File: config.mk
export PLATFORM = sky130hd
export DESIGN_NAME = fractal_sync_tgen
export DESIGN_NICKNAME = d
export VERILOG_FILES = /design/src/rtl/fractal_sync_tgen.sv
export SDC_FILE = /design/constraint.sdc
export NUM_CORES = 1
export LEC_CHECK = 0
export BUFFER_PORTS_ARGS = -buffer_cell sky130_fd_sc_hd__buf_2
export CAP_MARGIN = 20
export CELL_PAD_IN_SITES_DETAIL_PLACEMENT = 0
export CELL_PAD_IN_SITES_GLOBAL_PLACEMENT = 2
export CORE_MARGIN = 4
export CORE_UTILIZATION = 38
export DETAILED_ROUTE_END_ITERATION = 16
export HOLD_SLACK_MARGIN = 0.06
export PLACE_DENSITY = 0.92
export SKIP_LAST_GASP = 1
export SLEW_MARGIN = 20
export SYNTH_ARGS = -nofsm -noshare
export SYNTH_HDL_FRONTEND = slang
export SYNTH_SLANG_ARGS = --single-unit
export TNS_END_PERCENT = 20
File: constraint.sdc
create_clock -name clk_i -period 7.8 [get_ports clk_i]
set_clock_uncertainty 0.15 [all_clocks]
set_input_delay 0.78 -clock clk_i [delete_from_list [all_inputs] [get_ports clk_i]]
set_output_delay 0.78 -clock clk_i [all_outputs]
set_load 0.02 [all_outputs]
File: src/rtl/fractal_sync_tgen.sv
// -----------------------------------------------------------------------------
// fractal_sync_tgen
//
// Traffic generator that drives the request side of a fractal sync network
// from N_PORTS independent compute-unit channels. A single start_i pulse
// launches one run. Each enabled channel waits a pseudo-random compute delay,
// issues one sync request, and then waits for its wake response or a timeout.
// When every channel has finished, done_o pulses and the run counter advances.
//
// Ports
//   clk_i          rising-edge clock
//   rst_ni         synchronous active-low reset
//   start_i        one-cycle pulse launching a run (ignored while busy_o)
//   port_en_i      per-channel enable, sampled at start
//   comp_cycles_i  per-channel base compute delay, channel i at [i*CNT_WIDTH +: CNT_WIDTH]
//   rand_mask_i    mask applied to the LFSR jitter, sampled at start
//   aggr_i, id_i   request fields shared by all channels, sampled at start
//   req_sync_o     per-channel one-cycle sync request
//   req_aggr_o     per-channel aggregate field, zero while req_sync_o[i] is low
//   req_id_o       per-channel barrier id, zero while req_sync_o[i] is low
//   rsp_wake_i     per-channel wake response
//   rsp_error_i    per-channel error flag, meaningful together with wake
//   busy_o         run in progress (accepted start .. done_o inclusive)
//   done_o         one-cycle pulse when all channels have finished
//   error_o        sticky: a wake arrived with its error flag set
//   timeout_o      sticky: a channel gave up waiting for its wake
//   spurious_o     sticky: a response arrived on a channel not waiting for one
//   run_cnt_o      number of completed runs, wraps at 16 bits
//
// Cycle numbering used below: "cycle n" is the interval following the n-th
// rising edge after the edge that accepts start_i (that edge is edge 0).
// A channel with compute delay d enters COMP in cycle 0 and shows its request
// in cycle d+1.
// -----------------------------------------------------------------------------
module fractal_sync_tgen #(
  parameter int unsigned N_PORTS    = 2,
  parameter int unsigned AGGR_WIDTH = 6,
  parameter int unsigned ID_WIDTH   = 5,
  parameter int unsigned CNT_WIDTH  = 16,
  parameter int unsigned RAND_WIDTH = 4,
  parameter int unsigned TIMEOUT    = 1024,
  parameter logic [15:0] LFSR_SEED  = 16'hACE1
) (
  input  logic                             clk_i,
  input  logic                             rst_ni,
  input  logic                             start_i,
  input  logic [N_PORTS-1:0]               port_en_i,
  input  logic [N_PORTS*CNT_WIDTH-1:0]     comp_cycles_i,
  input  logic [RAND_WIDTH-1:0]            rand_mask_i,
  input  logic [AGGR_WIDTH-1:0]            aggr_i,
  input  logic [ID_WIDTH-1:0]              id_i,
  output logic [N_PORTS-1:0]               req_sync_o,
  output logic [N_PORTS*AGGR_WIDTH-1:0]    req_aggr_o,
  output logic [N_PORTS*ID_WIDTH-1:0]      req_id_o,
  input  logic [N_PORTS-1:0]               rsp_wake_i,
  input  logic [N_PORTS-1:0]               rsp_error_i,
  output logic                             busy_o,
  output logic                             done_o,
  output logic                             error_o,
  output logic                             timeout_o,
  output logic                             spurious_o,
  output logic [15:0]                      run_cnt_o
);

  // Channel state machine.
  typedef enum logic [2:0] {
    ST_IDLE,
    ST_COMP,
    ST_REQ,
    ST_WAIT,
    ST_DONE
  } state_e;

  // Delay sums are one bit wider than the base delay so base + jitter never
  // wraps; the same register later counts WAIT cycles.
  localparam int unsigned   CW        = CNT_WIDTH + 1;
  // WAIT is entered with the counter at 1 (cycles since the request), so the
  // channel gives up on the edge where that count would reach TIMEOUT.
  localparam logic [CW-1:0] WAIT_LAST = CW'(TIMEOUT - 1);

  // Per-channel LFSR seed; the all-zero lock-up state is never loaded.
  function automatic logic [15:0] lfsr_seed(input int idx);
    logic [15:0] s;
    s = LFSR_SEED + 16'(idx);
    return (s == 16'h0000) ? 16'h0001 : s;
  endfunction

  // Fibonacci LFSR, x^16 + x^14 + x^13 + x^11 + 1.
  function automatic logic [15:0] lfsr_next(input logic [15:0] l);
    return {l[14:0], l[15] ^ l[13] ^ l[12] ^ l[10]};
  endfunction

  // Channel state
  state_e                  r_state [N_PORTS];
  logic [CW-1:0]           r_cnt   [N_PORTS];
  logic [15:0]             r_lfsr  [N_PORTS];

  // Run-wide latched request fields
  logic [AGGR_WIDTH-1:0]   r_aggr;
  logic [ID_WIDTH-1:0]     r_id;

  // Registered outputs
  logic [N_PORTS-1:0]            r_req_sync;
  logic [N_PORTS*AGGR_WIDTH-1:0] r_req_aggr;
  logic [N_PORTS*ID_WIDTH-1:0]   r_req_id;
  logic                          r_busy;
  logic                          r_done;
  logic                          r_error;
  logic                          r_timeout;
  logic                          r_spurious;
  logic [15:0]                   r_run_cnt;

  // Combinational helpers
  logic                    w_start_acc;
  logic                    w_all_done;
  logic [N_PORTS-1:0]      w_in_wait;
  logic [CW-1:0]           w_delay [N_PORTS];

  assign w_start_acc = start_i & ~r_busy;

  // NOTE: every signal driven here gets a value before any conditional use,
  // so no path leaves it unassigned and no latch is inferred.
  always_comb begin
    w_all_done = 1'b1;
    w_in_wait  = '0;
    for (int i = 0; i < N_PORTS; i++) begin
      w_all_done   = w_all_done & (r_state[i] == ST_DONE);
      w_in_wait[i] = (r_state[i] == ST_WAIT);
      w_delay[i]   = CW'(comp_cycles_i[i*CNT_WIDTH +: CNT_WIDTH])
                   + CW'(r_lfsr[i][RAND_WIDTH-1:0] & rand_mask_i);
    end
  end

  // NOTE: all state below updates with non-blocking assignments so every
  // channel sees the pre-edge values of the shared flags it reads.
  always_ff @(posedge clk_i) begin
    if (!rst_ni) begin
      // NOTE: the whole state is small, so everything is reset, including the
      // counters and the LFSRs; this is what makes a mid-run reset a clean abort.
      for (int i = 0; i < N_PORTS; i++) begin
        r_state[i] <= ST_IDLE;
        r_cnt[i]   <= '0;
        r_lfsr[i]  <= lfsr_seed(i);
      end
      r_aggr     <= '0;
      r_id       <= '0;
      r_req_sync <= '0;
      r_req_aggr <= '0;
      r_req_id   <= '0;
      r_busy     <= 1'b0;
      r_done     <= 1'b0;
      r_error    <= 1'b0;
      r_timeout  <= 1'b0;
      r_spurious <= 1'b0;
      r_run_cnt  <= '0;
    end else begin
      // Request outputs and done are pulses; default them low every cycle.
      r_done     <= 1'b0;
      r_req_sync <= '0;
      r_req_aggr <= '0;
      r_req_id   <= '0;

      // A response on a channel that is not waiting only raises the flag.
      if (|((rsp_wake_i | rsp_error_i) & ~w_in_wait)) begin
        r_spurious <= 1'b1;
      end

      // busy_o covers the done_o cycle and drops on the edge after it.
      if (w_start_acc) begin
        r_busy <= 1'b1;
        r_aggr <= aggr_i;
        r_id   <= id_i;
      end else if (r_done) begin
        r_busy <= 1'b0;
      end

      // All channels finished: pulse done and count the run (16-bit wrap).
      if (w_all_done) begin
        r_done    <= 1'b1;
        r_run_cnt <= r_run_cnt + 16'd1;
      end

      for (int i = 0; i < N_PORTS; i++) begin
        r_lfsr[i] <= lfsr_next(r_lfsr[i]);

        case (r_state[i])
          ST_IDLE: begin
            if (w_start_acc) begin
              if (port_en_i[i]) begin
                r_state[i] <= ST_COMP;
                r_cnt[i]   <= w_delay[i];
              end else begin
                r_state[i] <= ST_DONE;
              end
            end
          end

          // The request is registered on the way into REQ so req_sync_o is
          // high exactly while the channel sits in REQ.
          ST_COMP: begin
            if (r_cnt[i] == '0) begin
              r_state[i]                            <= ST_REQ;
              r_req_sync[i]                         <= 1'b1;
              r_req_aggr[i*AGGR_WIDTH +: AGGR_WIDTH] <= r_aggr;
              r_req_id[i*ID_WIDTH +: ID_WIDTH]       <= r_id;
            end else begin
              r_cnt[i] <= r_cnt[i] - CW'(1);
            end
          end

          ST_REQ: begin
            r_state[i] <= ST_WAIT;
            r_cnt[i]   <= CW'(1);
          end

          // Wake is checked first, so a wake on the timeout edge wins.
          ST_WAIT: begin
            if (rsp_wake_i[i]) begin
              r_state[i] <= ST_DONE;
              if (rsp_error_i[i]) begin
                r_error <= 1'b1;
              end
            end else if (r_cnt[i] >= WAIT_LAST) begin
              r_state[i] <= ST_DONE;
              r_timeout  <= 1'b1;
            end else begin
              r_cnt[i] <= r_cnt[i] + CW'(1);
            end
          end

          ST_DONE: begin
            if (w_all_done) begin
              r_state[i] <= ST_IDLE;
            end
          end

          default: r_state[i] <= ST_IDLE;
        endcase
      end
    end
  end

  assign req_sync_o = r_req_sync;
  assign req_aggr_o = r_req_aggr;
  assign req_id_o   = r_req_id;
  assign busy_o     = r_busy;
  assign done_o     = r_done;
  assign error_o    = r_error;
  assign timeout_o  = r_timeout;
  assign spurious_o = r_spurious;
  assign run_cnt_o  = r_run_cnt;

endmodule

==> summary.md, run 1 <==
| Metric | Value |
|---|---|
| Status | `finished, final reports clean` |
| Max cap viols | `0` |
| Gr usage total | `0.164` |
| Root Buffer | `clkbuf_16` |
| YS warnings | `0` |
| Rel. slew slack | `0.298` |
| Syn Nets | `781` |
| Drt total wl | `15,800 µm` |
| Top cells by count, synth | `dfxtp_1, nand2_1, nor2_1` |
| Worst R2R Path Depth | `4` |
| Worst vdd ir | `0.162 mV` |
| Die Y | `139 µm` |
| Routed vias | `5,424` |
| # placed instances | `997` |
| CTS tree | `done` |
| Top-count cell post-synth | `dfxtp_1` |
| # nets final | `869` |
| Avg Inst Size Synth | `9.24 µm²` |
| Setup crit end kind | `register` |
| Post-route setup slack | `3.12 ns` |
| Min-delay src | `r_lfsr[0][20]$_SDFF_PN0_` |
| Final instance area | `7790 µm²` |
| Antenna violations before repair | `0` |
| Share of the core filled with cells | `0.466` |
| Max Clk Rate | `214 MHz` |
| Slew Limit Fails | `0` |
| Most used DFF post-synth | `dfxtp_1` |
| Max Root-Sink Buffers | `2` |
| Post-synth EDFFs | `40` |
| Post-CTS setup buffers | `0` |
| R2R Path End | `r_cnt[0][0]$_SDFFCE_PN0P_` |
| P_leak | `3.07 nW` |
| Reg clk slew, reported paths | `0.06 ns` |
| Length of the first detailed-routing pass in iterations | `5` |
| Total grt overflow | `0` |
| Clk Latency, worst-skew pair | `0.41 ns` |
| Port bufs | `100` |
| RSZ-0062 raised after global routing | `false` |
| Placed inst area | `7190 µm²` |
| Number of global-route vias before repair | `5,151` |
| Initial Utilization | `0.392` |
| Worst R2R Start | `r_cnt[0][10]$_SDFFCE_PN0P_` |
| WL per Instance | `15.4 µm` |
| GP Congestion | `0.843` |
| TritonCTS Buffers | `17` |
| Die area | `19,400 µm²` |
| Setup WS pre-CTS | `2.64 ns` |
| Final setup viols | `0` |
| Mapped cell area | `6540 µm²` |
| Asr flop ratio synth | `0` |
| Synth area leaders | `dfxtp_1, edfxtp_1, xnor2_1, and2_1, xor2_1` |
| Core box area | `16,700 µm²` |
| Post-DP HPWL | `11,600 µm` |
| Critical Path AT | `4.56 ns` |
| Setup TNS | `0 ns` |
| Vias/cell | `5.27` |
| Area grow syn2layout | `19.0%` |
| WHS Path Cells | `1` |
| Area leader, netlist | `dfxtp_1` |
| Critical path required time | `7.68 ns` |
| Count of mapped cells out of synthesis | `708` |
| Standard-cell rows | `47` |
| Crit Path Category | `in2reg` |
| Antenna Nets Post-Route | `0` |
| Min Tclk post-route | `4.68 ns` |
| DRT iter0 DRCs | `378` |
| Final period util | `0.600` |
| Crit start category | `input pin` |
| First-pass GRT wire length | `26,400 µm` |
| Sequential cell area fraction in the yosys report | `0.453` |
| Worst Hold Endpoint | `r_lfsr[0][21]$_SDFF_PN1_` |
| Hold WC Path Type | `reg2reg` |
| Hold buffer count at CTS | `0` |
| #FFs+latches synth | `128` |
| Non-Filler Instances | `1,029` |
| Share of the synthesized area in the top cell type | `0.269` |
| Clock sink count | `128` |
| Largest net degree at the start of global routing | `42` |
| Antenna cell count | `0` |
| Cell variety after synth | `67` |
| Reg-to-reg slack, setup | `3.67 ns` |
| Fraction of layout cells with a size suffix above 1 | `0.178` |
| DRC violations left | `0` |
| Worst Tran Pin Value | `1.05 ns` |
| H-Tree Depth | `4` |
| Pwr/cell area | `260 nW/µm²` |
| CTS resizes | `0` |
| IO Count | `101` |
| Worst Path Max Fanout | `41` |
| Die width | `139 µm` |
| Final Hold Vio Count | `0` |
[report_power, final]
group	leakage [nW]	internal (mW)	switching [mW]	total, mW
registers	1.14	0.780	0.0912	0.871
logic	1.63	0.149	0.213	0.362
clock network	0.299	0.497	0.292	0.789
[state kept, by name, summed over array words and instances, names as in the netlist, 5 cells and up]
name	cells
r_aggr	6
r_cnt	34
r_state	6
req_aggr_o	12
run_cnt_o	16
r_id	5
r_lfsr	32
req_id_o	10
[worst max path at each step]
stage | slack [ns] | end | startpoint | cells after the start
5_1_grt | 2.72 | r_cnt[1][14]$_DFFE_PP_ | rst_ni | 6
3_3_place_gp | 2.88 | r_cnt[1][11]$_DFFE_PP_ | rst_ni | 6
4_1_cts | 3.08 | r_cnt[1][9]$_DFFE_PP_ | rst_ni | 6
2_1_floorplan | 4.60 | r_cnt[0][0]$_SDFFCE_PN0P_ | r_cnt[0][10]$_SDFFCE_PN0P_ | 6
3_5_place_dp | 2.64 | r_cnt[1][8]$_DFFE_PP_ | rst_ni | 6
6_report | 3.12 | r_cnt[1][14]$_DFFE_PP_ | rst_ni | 6
[worst max-delay path: stages]
cell and delay [ns]:
buf_2 0.48, clkinv_1 0.94, nor4_1 0.88, nand3_1 0.44
and3_1 0.38, nand3_1 0.65
[layout make-up]
| class | instances | area [µm²] |
|---|---|---|
| Fill cell | 1598 | 8910 |
| Multi-Input combinational cell | 537 | 3400 |
| Sequential cell | 128 | 2960 |
| Clock buffer | 23 | 510 |
| Timing Repair Buffer | 100 | 500 |
| Tap cell | 220 | 275 |
| Clock inverter | 9 | 91.3 |
| Inverter | 12 | 45.0 |
[stage by stage]
step | hold WS [ns] | total power, mW
floorplan | 0.236 | 1.14
global placement | 0.241 | 1.23
detailed placement | 0.242 | 1.24
CTS | 0.256 | 2.03
global route | 0.273 | 2.13
finish | 0.256 | 2.02
[layout by cell type (no fill, tap or decap), drive strengths merged, types with 4 or more instances in the layout]
cell type  synthesis  layout
clkinv             1       5
o211ai             4       4
o221ai             5       5
nand4             18      18
and2              49      49
nor3b              4       4
nor2              60      60
o32ai              4       4
o22ai             19      19
buf                9     100
inv               11      15
a31oi              5       5
xor2              33      33
ha                15      15
nor4               9       9
nor3              15      15
a21o               4       4
a211oi            11      11
and3               9       9
o21ai             17      17
xnor2             36      36
dfxtp             88      88
a21oi             42      42
nand2b            24      24
nand3             24      24
nand3b             4       4
clkbuf            22      23
or3                9       9
or4                5       5
edfxtp            40      40
nand2             73      73
[metal layers]
layer  vias up  global-route usage  part of all wire
met4         0              0.0438             0.011
met5         -                   0                 0
met3        17              0.0412             0.045
met2       129               0.262              0.47
li1       2723                   -                 -
met1      2555               0.222              0.47
[cell families after synthesis]
logic type | synth area share
simple gates | 0.256
compound gates | 0.137
fa+ha+maj | 0.0348
xor+xnor | 0.0924
buf+inv | 0.0273
flops | 0.453
No activity file was read; power rests on OpenSTA's default activity.
==> run 2, diff against run 1 <==
- CORE_UTILIZATION: 38 -> 35
- PLACE_DENSITY: 0.92 -> 0.87
- clock period: 7.8 -> 4.5 ns (I/O delays scaled with it)
==> run 2 against run 1 <==
Effect of this change: worst hold slack worse by 0.14 ns; setup slack worse by 2.2 ns; die area up 8.1%; register-to-register slack worse by 2.7 ns; routed wire length up 3.0%; largest power group unchanged.
==> summary.md, run 2 (synthesized netlist as in run 1, its figures left out) <==
| Metric | Value |
|---|---|
| Status | `finished, final reports clean (unchanged)` |
| Critical path required time | `4.27 ns (was 7.68 ns)` |
| Clock sink count | `128 (unchanged)` |
| Fraction of layout cells with a size suffix above 1 | `0.184 (was 0.178)` |
| Int Power | `2.44 mW (was 1.43 mW)` |
| Total grt overflow | `0 (unchanged)` |
| CTS resizes | `0 (unchanged)` |
| Gr usage total | `0.156 (was 0.164)` |
| Setup crit start | `r_cnt[1][10]$_DFFE_PP_ (was rst_ni)` |
| Largest net degree at the start of global routing | `42 (unchanged)` |
| Routed vias | `5,491 (was 5,424)` |
| Antenna violations before repair | `0 (unchanged)` |
| Final total power | `3.51 mW (was 2.02 mW)` |
| Crit start category | `register (was input pin)` |
| Crit Path Category | `reg2reg (was in2reg)` |
| R2R Path End | `r_cnt[1][13]$_DFFE_PP_ (was r_cnt[0][0]$_SDFFCE_PN0P_)` |
| Most common cell after layout, fill and taps aside | `buf_2 (unchanged)` |
| Length of the first detailed-routing pass in iterations | `5 (unchanged)` |
| Die Y | `145 µm (was 139 µm)` |
| H-Tree Depth | `4 (unchanged)` |
| # nets final | `874 (was 869)` |
| Die width | `145 µm (was 139 µm)` |
| Reg with most FFs | `r_cnt (unchanged)` |
| Hold buffer count at CTS | `0 (unchanged)` |
| Drt total wl | `16,300 µm (was 15,800 µm)` |
| Seq pwr share | `0.430 (was 0.431)` |
| Antenna Nets Post-Route | `0 (unchanged)` |
| Worst Tran Pin Value | `0.943 ns (was 1.05 ns)` |
| First-pass GRT wire length | `26,000 µm (was 26,400 µm)` |
| Vias/cell | `5.26 (was 5.27)` |
| Setup crit end kind | `register (unchanged)` |
| Reg-to-reg slack, setup | `0.93 ns (was 3.67 ns)` |
| Slew Limit Fails | `0 (unchanged)` |
| Share of the core filled with cells | `0.431 (was 0.466)` |
| Worst vdd ir | `0.285 mV (was 0.162 mV)` |
| IO Count | `101 (unchanged)` |
| Max Clk Rate | `280 MHz` |
| Initial Utilization | `0.361 (was 0.392)` |
| WL per Instance | `15.6 µm (was 15.4 µm)` |
| RSZ-0062 raised after global routing | `false (unchanged)` |
| P_leak | `3.08 nW (was 3.07 nW)` |
| Pwr/cell area | `449 nW/µm² (was 260 nW/µm²)` |
| Setup TNS | `0 ns (unchanged)` |
| Fill cells | `1,785 (was 1,598)` |
| Antenna cell count | `0 (unchanged)` |
| Combinational power share | `0.183 (was 0.179)` |
| Reg clk slew, reported paths | `0.06 ns (about the same)` |
| Post-DP HPWL | `12,100 µm (was 11,600 µm)` |
| Clk Latency, worst-skew pair | `0.42 ns (was 0.41 ns)` |
| GP Congestion | `0.857 (was 0.843)` |
| Worst R2R Start | `r_cnt[1][10]$_DFFE_PP_ (was r_cnt[0][10]$_SDFFCE_PN0P_)` |
| P_sw | `1.07 mW (was 596 µW)` |
| Port bufs | `100 (unchanged)` |
| Max cap viols | `0 (unchanged)` |
| Core box area | `18,100 µm² (was 16,700 µm²)` |
| Largest register FFs | `34 (unchanged)` |
| Worst setup endpoint | `r_cnt[1][13]$_DFFE_PP_ (was r_cnt[1][14]$_DFFE_PP_)` |
| Root Buffer | `clkbuf_16 (unchanged)` |
| Hold WC Path Type | `in2reg (was reg2reg)` |
| Final setup viols | `0 (unchanged)` |
| DRT iter0 DRCs | `418 (was 378)` |
| Clock share of power | `0.387 (was 0.390)` |
| Sw Share | `0.305 (was 0.295)` |
| Standard-cell rows | `49 (was 47)` |
| Final Hold Vio Count | `0 (unchanged)` |
| Max Root-Sink Buffers | `2 (unchanged)` |
| Final period util | `0.793` |
| CTS tree | `done (unchanged)` |
| Number of global-route vias before repair | `5,218 (was 5,151)` |
| TritonCTS Buffers | `17 (unchanged)` |
| Most frequent cells in the layout | `buf_2, dfxtp_1, nand2_1 (unchanged)` |
| Post-CTS setup buffers | `0 (unchanged)` |
| Rel. slew slack | `0.370 (was 0.298)` |
| Critical Path AT | `3.33 ns (was 4.56 ns)` |
| Worst R2R Path Depth | `6 (was 4)` |
| Worst Path Max Fanout | `19 (was 41)` |
| Min Tclk post-route | `3.57 ns` |
| DRC violations left | `0 (unchanged)` |
| Die area | `20,900 µm² (was 19,400 µm²)` |
| Area grow syn2layout | `19.4% (was 19.0%)` |
run 2: cell types whose count changed in the layout (fill, tap and decap cells not counted), sizes merged:
| cell | change |
|---|---|
| clkbuf | -5 |
| buf | +5 |
| bufinv | +1 |
| clkinvlp | +1 |
| inv | +3 |
run 2: through the flow:
step / hold WS [ns] / instance area (µm²) / setup slack [ns] / std cells
4_1_cts: 0.0949 / 7820 / 0.940 / 1043
2_1_floorplan: 0.236 / 6540 / 1.30 / 708
3_3_place_gp: 0.240 / 7230 / 1.05 / 1011
6_report: 0.119 / 7820 / 0.933 / 1043
3_5_place_dp: 0.244 / 7230 / 0.910 / 1011
5_1_grt: 0.104 / 7820 / 0.702 / 1043
run 2: how the worst min path moves through the flow:
stage / startpoint / to / slack, ns / cells past startpoint
3_5_place_dp: r_lfsr[0][14]$_SDFF_PN0_ / r_lfsr[0][15]$_SDFF_PN1_ / 0.24 / 1
3_3_place_gp: r_lfsr[0][25]$_SDFF_PN0_ / r_lfsr[0][26]$_SDFF_PN1_ / 0.24 / 1
4_1_cts: id_i[3] / r_id[3]$_SDFFE_PN0N_ / 0.09 / 3
6_report: id_i[3] / r_id[3]$_SDFFE_PN0N_ / 0.12 / 3
5_1_grt: id_i[3] / r_id[3]$_SDFFE_PN0N_ / 0.10 / 3
2_1_floorplan: r_lfsr[0][9]$_SDFF_PN0_ / r_lfsr[0][10]$_SDFF_PN1_ / 0.24 / 1
run 2: critical path: stages (launching register included):
cell      delay, ns
edfxtp_1       0.46
or4_1          0.58
nor4_2         0.44
a31o_2         0.24
buf_4          0.24
and3_1         0.30
nand3_1        0.66
run 2: power by group through the flow:
stage	clock network [mW]	logic (mW)	registers, mW
floorplan	0	0.520	1.45
global placement	0	0.631	1.52
detailed placement	0	0.635	1.53
CTS	1.39	0.641	1.50
global route	1.43	0.709	1.53
finish	1.36	0.642	1.51
run 2: per-layer routing:
layer / share of wire / GRT usage / routed length (µm)
met5: 0 / 0 / 0
met4: 0.010 / 0.0560 / 167
met3: 0.053 / 0.0345 / 861
met2: 0.47 / 0.248 / 7690
met1: 0.46 / 0.211 / 7560
run 2: final cells by class:
type | count | area [µm²] | area share
clock buffers | 18 | 429 | 0.0549
clock inverters | 14 | 153 | 0.0195
inverters | 12 | 45.0 | 0.00576
multi-input cells | 537 | 3400 | 0.435
flip-flops and latches | 128 | 2960 | 0.379
well taps | 229 | 287 | 0.0367
repair buffers | 105 | 538 | 0.0688
==> run 3, diff against run 2 <==
- CORE_UTILIZATION: 35 -> 32
- PLACE_DENSITY: 0.87 -> 0.84
- clock period: 4.5 -> 3 ns (I/O delays scaled with it)
==> run 3 against run 2 <==
Effect of this change: core utilization decreased by 2.1 points; critical path type unchanged; maximum frequency increased by 25%; routed wire length increased by 1.1%; largest cell class unchanged; die area increased by 8.8%; total power increased by 53%; worst hold slack got worse by 0.028 ns; sequential share of layout area decreased by 2.0 points; clock power increased by 51%; first-iteration DRC count decreased by 20%.
==> summary.md, run 3 (synthesized netlist as in run 1, its figures left out) <==
| Metric | Value |
|---|---|
| Reg-to-reg slack, setup | `0.15 ns (was 0.93 ns)` |
| Setup WS pre-CTS | `0.113 ns (was 0.910 ns)` |
| CTS tree | `done (unchanged)` |
| Die area | `22,800 µm² (was 20,900 µm²)` |
| Clock sink count | `128 (unchanged)` |
| Post-route setup slack | `0.148 ns (was 0.933 ns)` |
| Setup crit start | `r_cnt[0][13]$_SDFFCE_PN0P_ (was r_cnt[1][10]$_DFFE_PP_)` |
| Worst R2R Start | `r_cnt[0][13]$_SDFFCE_PN0P_ (was r_cnt[1][10]$_DFFE_PP_)` |
| Final Hold Vio Count | `0 (unchanged)` |
| Hold WC Path Type | `in2reg (unchanged)` |
| First-pass GRT wire length | `26,300 µm (was 26,000 µm)` |
| Setup crit end kind | `register (unchanged)` |
| P_leak | `3.30 nW (was 3.08 nW)` |
| Pwr/cell area | `650 nW/µm² (was 449 nW/µm²)` |
| Rel. slew slack | `0.600 (was 0.370)` |
| Post-DP HPWL | `12,000 µm (was 12,100 µm)` |
| Reg with most FFs | `r_cnt (unchanged)` |
| Worst R2R Path Depth | `6 (unchanged)` |
| Min Tclk post-route | `2.85 ns (was 3.57 ns)` |
| Port bufs | `100 (unchanged)` |
| Max Clk Rate | `351 MHz (was 280 MHz)` |
| Gr usage total | `0.144 (was 0.156)` |
| Total grt overflow | `0 (unchanged)` |
| Final period util | `0.951 (was 0.793)` |
| Reg clk slew, reported paths | `0.06 ns (about the same)` |
| Status | `finished, final reports clean (unchanged)` |
| Worst Tran Pin Value | `0.599 ns (was 0.943 ns)` |
| Worst Path Max Fanout | `12 (was 19)` |
| Setup TNS | `0 ns (unchanged)` |
| Initial Utilization | `0.324 (was 0.361)` |
| WL per Instance | `14.6 µm (was 15.6 µm)` |
| Vias/cell | `4.90 (was 5.26)` |
| Slew Limit Fails | `0 (unchanged)` |
| Max cap viols | `0 (unchanged)` |
| Area grow syn2layout | `26.2% (was 19.4%)` |
| Routed vias | `5,523 (was 5,491)` |
| Antenna cell count | `0 (unchanged)` |
| Critical path required time | `2.99 ns (was 4.27 ns)` |
| Antenna Nets Post-Route | `0 (unchanged)` |
| Standard-cell rows | `52 (was 49)` |
| Die width | `151 µm (was 145 µm)` |
| Drt total wl | `16,500 µm (was 16,300 µm)` |
| R2R Path End | `r_cnt[0][8]$_SDFFCE_PN0P_ (was r_cnt[1][13]$_DFFE_PP_)` |
| WHS Path Cells | `3 (unchanged)` |
| Crit start category | `register (unchanged)` |
| Largest register FFs | `34 (unchanged)` |
| Crit Path Category | `reg2reg (unchanged)` |
| DRC violations left | `0 (unchanged)` |
| Clk Latency, worst-skew pair | `0.41 ns (was 0.42 ns)` |
| Final instance area | `8260 µm² (was 7820 µm²)` |
| Placed inst area | `7530 µm² (was 7230 µm²)` |
| IO Count | `101 (unchanged)` |
| Die Y | `151 µm (was 145 µm)` |
| Min-delay src | `rsp_error_i[0] (was id_i[3])` |
| Worst Hold Endpoint | `spurious_o$_SDFFE_PN0P_ (was r_id[3]$_SDFFE_PN0N_)` |
| TritonCTS Buffers | `17 (unchanged)` |
| RSZ-0062 raised after global routing | `false (unchanged)` |
| Max Root-Sink Buffers | `2 (unchanged)` |
| Antenna violations before repair | `0 (unchanged)` |
| Most frequent cells in the layout | `buf_2, dfxtp_1, nand2_1 (unchanged)` |
| # nets final | `916 (was 874)` |
| Final setup viols | `0 (unchanged)` |
| H-Tree Depth | `4 (unchanged)` |
| Most common cell after layout, fill and taps aside | `buf_2 (unchanged)` |
| Length of the first detailed-routing pass in iterations | `7 (was 5)` |
| Core box area | `20,200 µm² (was 18,100 µm²)` |
| Largest net degree at the start of global routing | `39 (was 42)` |
| Root Buffer | `clkbuf_16 (unchanged)` |
| GP Congestion | `0.800 (was 0.857)` |
| DRT iter0 DRCs | `335 (was 418)` |
| Final total power | `5.37 mW (was 3.51 mW)` |
| Worst vdd ir | `0.551 mV (was 0.285 mV)` |
| Number of global-route vias before repair | `5,327 (was 5,218)` |
| Critical Path AT | `2.84 ns (was 3.33 ns)` |
| Fraction of layout cells with a size suffix above 1 | `0.208 (was 0.184)` |
## run 3: changes by cell type in the layout (fill, tap and decap cells not counted), moves of 2 or more
cell           before  now
buf_12              0    2
clkbuf_16          17   19
buf_4               5   32
clkinv_4            3    1
inv_6               4    2
dlygate4sd3_1       0   13
## run 3: through the flow
step / utilization / hold slack, ns / std cells
after detailed placement: 0.373 / 0.242 / 1081
after floorplan: - / 0.236 / 708
after global routing: 0.409 / 0.111 / 1126
after CTS: 0.409 / 0.0773 / 1126
final: 0.409 / 0.0911 / 1126
after global placement: 0.373 / 0.238 / 1081
## run 3: power breakdown
| part | switching, mW | internal [mW] | leakage (nW) |
|---|---|---|---|
| sequential | 0.201 | 2.02 | 1.14 |
| combinational | 0.613 | 0.483 | 1.86 |
| clock | 0.778 | 1.27 | 0.293 |
## run 3: layout make-up
class | count | area (µm²)
tap | 270 | 338
multi-input combinational | 537 | 3410
clock inverter | 10 | 93.8
timing repair buffer | 147 | 911
inverter | 12 | 45.0
clock buffer | 22 | 497
sequential | 128 | 2960
fill | 2062 | 11900
## run 3: repair_timing
item                                   in CTS  in global routing
setup endpoints to repair                   0                  1
buffers inserted                            0                  0
hold buffers                               13                  0
gates resized for setup                     0                  1
endpoints found under the hold margin      12                  0
## run 3: worst max path at each step
stage | slack [ns] | cells past startpoint | to
2_1_floorplan | -0.06 | 6 | r_cnt[0][0]$_SDFFCE_PN0P_
3_3_place_gp | 0.15 | 6 | r_cnt[0][8]$_SDFFCE_PN0P_
3_5_place_dp | 0.11 | 6 | r_cnt[0][8]$_SDFFCE_PN0P_
4_1_cts | 0.1 | 6 | r_cnt[0][8]$_SDFFCE_PN0P_
5_1_grt | 0.02 | 7 | r_cnt[1][16]$_DFFE_PP_
6_report | 0.15 | 6 | r_cnt[0][8]$_SDFFCE_PN0P_
## run 3: per-layer routing
| layer | GRT usage | wire [µm] | vias to the layer above |
|---|---|---|---|
| met1 | 0.192 | 7560 | 2578 |
| li1 | - | - | 2808 |
| met3 | 0.0353 | 841 | 11 |
| met4 | 0.0363 | 146 | 0 |
| met5 | 0 | 0 | - |
| met2 | 0.237 | 7920 | 126 |
## run 3: critical path, cell delays in order, from the launching register on
cell	delay, ns
edfxtp_1	0.41
or4_4	0.56
or3_1	0.45
a2111o_1	0.45
buf_4	0.21
o211ai_4	0.19
o32ai_1	0.16
